**src/rtl/writeback_stage.sv**
```systemverilog
// writeback_stage: final pipeline stage. Accepts retiring instructions from
// MEM, waits for load data when needed, formats load bytes/halfwords and
// drives a registered single-cycle register-file write (LD/DR/D_IN).
// Optional feature macro: WB_RETIRE_COUNTER_EN adds a 64-bit RETIRE_COUNT
// output that counts every COMMIT cycle.
module writeback_stage #(
    parameter int XLEN   = 32,
    parameter int REG_AW = 5
) (
    input  logic              CLK,
    input  logic              RST,
    input  logic              IN_VALID,
    output logic              IN_READY,
    input  logic [REG_AW-1:0] IN_RD,
    input  logic [1:0]        IN_WB_SEL,
    input  logic [XLEN-1:0]   IN_ALU,
    input  logic [XLEN-1:0]   IN_PC4,
    input  logic [2:0]        IN_FUNCT3,
    input  logic [1:0]        IN_ADDR_LO,
    input  logic              MEM_RVALID,
    input  logic [XLEN-1:0]   MEM_RDATA,
    output logic              LD,
    output logic [REG_AW-1:0] DR,
    output logic [XLEN-1:0]   D_IN
`ifdef WB_RETIRE_COUNTER_EN
    ,
    output logic [63:0]       RETIRE_COUNT
`endif
);

    localparam logic [1:0] S_IDLE   = 2'd0;
    localparam logic [1:0] S_WAIT   = 2'd1;
    localparam logic [1:0] S_COMMIT = 2'd2;

    localparam logic [1:0] SEL_LOAD = 2'b01;
    localparam logic [1:0] SEL_PC4  = 2'b10;

    logic [1:0]        r_state;
    logic [REG_AW-1:0] r_rd;
    logic [2:0]        r_funct3;
    logic [1:0]        r_addr_lo;
    logic              r_ld;
    logic [REG_AW-1:0] r_dr;
    logic [XLEN-1:0]   r_din;

    logic              w_accept;
    logic              w_is_load;
    logic [XLEN-1:0]   w_nonload_data;
    logic [XLEN-1:0]   w_byte_sh;
    logic [XLEN-1:0]   w_half_sh;
    logic [7:0]        w_byte;
    logic [15:0]       w_half;
    logic [XLEN-1:0]   w_load_data;

    assign IN_READY  = (r_state != S_WAIT);
    assign w_accept  = IN_VALID && IN_READY;
    assign w_is_load = (IN_WB_SEL == SEL_LOAD);

    // Non-load result source: PC+4 for jumps, ALU otherwise (11 also maps to ALU).
    always_comb begin
        w_nonload_data = IN_ALU;
        if (IN_WB_SEL == SEL_PC4)
            w_nonload_data = IN_PC4;
    end

    // Align the captured load lane out of the raw word and extend per funct3.
    always_comb begin
        w_byte_sh   = MEM_RDATA >> {r_addr_lo, 3'b000};
        w_half_sh   = MEM_RDATA >> {r_addr_lo[1], 4'b0000};
        w_byte      = w_byte_sh[7:0];
        w_half      = w_half_sh[15:0];
        w_load_data = MEM_RDATA;
        case (r_funct3)
            3'b000:  w_load_data = {{(XLEN-8){w_byte[7]}}, w_byte};
            3'b001:  w_load_data = {{(XLEN-16){w_half[15]}}, w_half};
            3'b100:  w_load_data = {{(XLEN-8){1'b0}}, w_byte};
            3'b101:  w_load_data = {{(XLEN-16){1'b0}}, w_half};
            default: w_load_data = MEM_RDATA;
        endcase
    end

    // State machine plus registered write port; x0 retires but never asserts LD.
    always_ff @(posedge CLK) begin
        if (RST) begin
            r_state   <= S_IDLE;
            r_rd      <= '0;
            r_funct3  <= '0;
            r_addr_lo <= '0;
            r_ld      <= 1'b0;
            r_dr      <= '0;
            r_din     <= '0;
        end else begin
            r_ld <= 1'b0;
            case (r_state)
                S_WAIT: begin
                    if (MEM_RVALID) begin
                        r_state <= S_COMMIT;
                        r_ld    <= (r_rd != '0);
                        r_dr    <= r_rd;
                        r_din   <= w_load_data;
                    end
                end
                default: begin
                    if (w_accept) begin
                        if (w_is_load) begin
                            r_state   <= S_WAIT;
                            r_rd      <= IN_RD;
                            r_funct3  <= IN_FUNCT3;
                            r_addr_lo <= IN_ADDR_LO;
                        end else begin
                            r_state <= S_COMMIT;
                            r_ld    <= (IN_RD != '0);
                            r_dr    <= IN_RD;
                            r_din   <= w_nonload_data;
                        end
                    end else begin
                        r_state <= S_IDLE;
                    end
                end
            endcase
        end
    end

    assign LD   = r_ld;
    assign DR   = r_dr;
    assign D_IN = r_din;

`ifdef WB_RETIRE_COUNTER_EN
    logic [63:0] r_retire_cnt;

    // Count every COMMIT cycle, x0 retirements included; wraps naturally.
    always_ff @(posedge CLK) begin
        if (RST)
            r_retire_cnt <= '0;
        else if (r_state == S_COMMIT)
            r_retire_cnt <= r_retire_cnt + 64'd1;
    end

    assign RETIRE_COUNT = r_retire_cnt;
`endif

endmodule
```
**config.mk**
```make
export PLATFORM = sky130hd
export DESIGN_NAME = writeback_stage
export DESIGN_NICKNAME = d
export VERILOG_FILES = /design/src/rtl/writeback_stage.sv
export SDC_FILE = /design/constraint.sdc
export NUM_CORES = 1
export LEC_CHECK = 0
export BUFFER_PORTS_ARGS = -buffer_cell sky130_fd_sc_hd__buf_4
export CAP_MARGIN = 40
export CORE_MARGIN = 10
export CORE_UTILIZATION = 43
export CTS_CLUSTER_DIAMETER = 50
export DETAILED_ROUTE_END_ITERATION = 6
export GPL_TIMING_DRIVEN = 0
export HOLD_SLACK_MARGIN = 0.02
export PLACE_DENSITY = 0.88
export SLEW_MARGIN = 20
export SYNTH_ARGS = -nofsm -noshare
export SYNTH_HDL_FRONTEND = slang
export SYNTH_SLANG_ARGS = --single-unit
export TNS_END_PERCENT = 10
```
**constraint.sdc**
```tcl
create_clock -name CLK -period 1.35 [get_ports CLK]
set_input_delay 0.0675 -clock CLK [delete_from_list [all_inputs] [get_ports CLK]]
set_output_delay 0.0675 -clock CLK [all_outputs]
set_load 0.02 [all_outputs]
```
==> results.ini <==
[outcome]
status = finished, violations left
failed_checks = setup timing

[route]
final_antenna_net_count = 0
detailedRoute.firstIterationViolations = 288
post_drt_wl_per_cell_um = 19.8
finalWirelength_um = 13900
drcViolationCount = 0
drtPass1Iterations = 5
via_count = 3972
vias_per_cell = 5.67

[clock_tree]
clock_tree.buffer_depth = 2
worst_setup_hold_path_clk_slew_ps = 100
clock_tree.htree_level_count = 2
cts_made_buffers = 5
cts-root-buf = sky130_fd_sc_hd__clkbuf_8
cts_tree = built
tritoncts_sink_count = 50
clk-insertion-delay-late_ps = 320

[finish]
leading_cell_type_in_the_layout_fill_and_taps_excluded = sky130_fd_sc_hd__buf_4
final_cell_mix = sky130_fd_sc_hd__buf_4, sky130_fd_sc_hd__nand2_1, sky130_fd_sc_hd__dfxtp_1
finished_core_util_pct = 69.3
num-nets-final = 712
post_layout_inst_area_mm2 = 0.00508
layout-area-overhead-vs-synth_pct = 54.8
drive_gt1_share_pct = 42.9
antennaDiodeCount = 0

[critical_path]
regToRegSetupSlack_ps = -280
critPathCapture = D_IN[28]
worst_setup_path_start_kind = register
setup.worst_path.start = r_state[0]
worst_r2r_path_depth = 8
timing.rr.start = r_state[0]
cp-end-kind = register
worst-endpoint-arrival_ps = 1810
critPathRequiredTime_ps = 1530
crit_fanout = 8
r2r-end = D_IN[28]
critPathKind = reg2reg

[floorplan]
overall_die_height_um = 107
ios = 151
fp.dieW_um = 107
die_area_mm2 = 0.0115
fp.coreArea_mm2 = 0.00733
fp-row-count = 31
floorplan.initialDensity_pct = 44.8

[pwr]
p_sw_share_pct = 30.6
static-leakage-power_nw = 2.28
seq_power_share_pct = 38.3
comb_power_share_pct = 31.4
report.power.total_w = 0.00428
power.density_cell_area_mw_per_mm2 = 843
switching_power_w = 0.00131
ir_worst_vdd_mv = 0.562
internal_power_contribution_w = 0.00297
share_clk_of_total_power_pct = 30.4

[logic_synthesis]
yosys_register_bits = 50
synth_enable_flop_cells = 0
postSynthNetCount = 539
ys.flop_type = sky130_fd_sc_hd__dfxtp_1
ys.warnings.count = 0
syn_avg_cell_area_um2 = 7.68
synth_sequential_area_ratio_pct = 30.5
synth-async-reset-ratio_pct = 0
yosysUniqueCellTypes = 44
synthesis.instances = 427
netlist_area_mm2 = 0.00328

[grt]
grt_first_pass_wirelength_um = 20500
grt_use_total_pct = 22.1
antenna_found_initial = 0
grt_pass1_vias = 4020
remaining_global_route_overflow = 0
grt_max_degree = 17

[sta]
finalHoldViolCount = 0
setup_viol = 40
timing.final.max_slew_violations = 0
finalSetupTns_ps = -7370
worst_pin_slew_ps = 691
fmax_mhz = 613
slew_headroom_pct = 54.0
fin_crit_ps = 1630
setup_repair_after_global_routing_missed_its_margin = true
min_period_over_period_pct = 121
timing.hold.ws_ps = 23.5
fin_ws_ps = -282
clock_skew_ps = 13.9

[place]
post-dp-hpwl_um = 10500
dpl_cell_area_mm2 = 0.00452
port_buffers = 149
place.gp.congestion = 0.913

[hold_path]
hp-start = IN_RD[1]
hold_path.class = in2reg

[run]
drv_cap = 0

## per-stage QoR
step	setup slack (ps)	instances
6_report	-282	700
2_1_floorplan	-118	427
3_3_place_gp	-334	675
5_1_grt	-373	700
3_5_place_dp	-416	675
4_1_cts	-246	698
## power by group through the flow
stage / clock (W) / combinational, W / sequential [W]
2_1_floorplan: 0 / 0.000520 / 0.00177
3_3_place_gp: 0 / 0.00118 / 0.00166
3_5_place_dp: 0 / 0.00120 / 0.00167
4_1_cts: 0.00130 / 0.00128 / 0.00164
5_1_grt: 0.00136 / 0.00144 / 0.00165
6_report: 0.00130 / 0.00134 / 0.00164
## flip-flops by register name, indices dropped and copies added, names as in the netlist
| register | cells |
|---|---|
| D_IN | 32 |
| DR | 5 |
| r_rd | 5 |
| r_funct3 | 3 |
| r_addr_lo | 2 |
| r_state | 2 |
| LD | 1 |
## worst max-delay path, stage by stage (launching register included)
cell	delay, ps
sky130_fd_sc_hd__dfxtp_2	350
sky130_fd_sc_hd__nor2b_4	200
sky130_fd_sc_hd__inv_2	90
sky130_fd_sc_hd__a31oi_4	280
sky130_fd_sc_hd__buf_4	170
sky130_fd_sc_hd__buf_6	110
sky130_fd_sc_hd__a31oi_1	50
sky130_fd_sc_hd__a21oi_1	190
sky130_fd_sc_hd__nor3_2	70
## kinds of logic after synthesis
| family | share of synthesized area [%] |
|---|---|
| AO/OA/AOI/OAI | 26.5 |
| buffers and inverters | 7.06 |
| flip-flops | 30.5 |
| multiplexers | 8.54 |
| AND/OR/NAND/NOR | 27.3 |
## cells in the mapped netlist, drive strengths merged, types with 2 or more instances
cell,n,area share (%)
nand2,90,10
a21oi,54,9.4
dfxtp,50,31
buf,32,5.7
a31oi,29,5.7
mux2i,25,7.6
nor2,25,2.9
nor3,24,5.2
nor2b,15,3.1
o21ai,9,1.4
clkbuf,8,0.92
nand3b,8,1.8
o22a,7,1.9
a311oi,6,1.6
and3,4,0.76
inv,4,0.46
nand2b,4,0.76
o22ai,4,0.76
a2111oi,3,0.92
a22oi,3,0.69
a311o,3,0.92
and4b,3,0.92
o211ai,3,1.5
mux2,2,0.92
o21a,2,0.46
or4,2,0.46
## layout make-up
class / count / area [µm²]
flip-flops and latches: 50 / 1010
clock inverters: 3 / 68.8
well taps: 99 / 124
inverters: 4 / 15.0
clock buffers: 5 / 68.8
plain buffers: 40 / 322
fillers: 607 / 2250
repair buffers: 166 / 1300
multi-input cells: 333 / 2180
## how the worst min path moves through the flow
stage	end	slack, ps	cells after the start
final	r_rd[1]	20	3
after global routing	r_rd[0]	30	3
after CTS	r_rd[1]	30	3
after detailed placement	r_addr_lo[0]	310	3
after global placement	r_addr_lo[0]	300	3
after floorplan	r_addr_lo[0]	210	2
## per-layer routing
layer  up-vias  GRT usage (%)  wire, µm
met5         -              0         0
met4         0           7.35       405
met3        31           5.51      1320
met2       227           37.9      6680
met1      1842           26.3      5480
li1       1872              -         -
## what timing repair did
action,4_1_cts,5_1_grt
gates cloned,2,0
setup buffers,6,2
hold buffers,7,0
setup endpoints to repair,49,50
resized for setup,38,35
pin swaps,13,11
endpoints found under the hold margin,7,0
(Power assumes the default switching activity.)
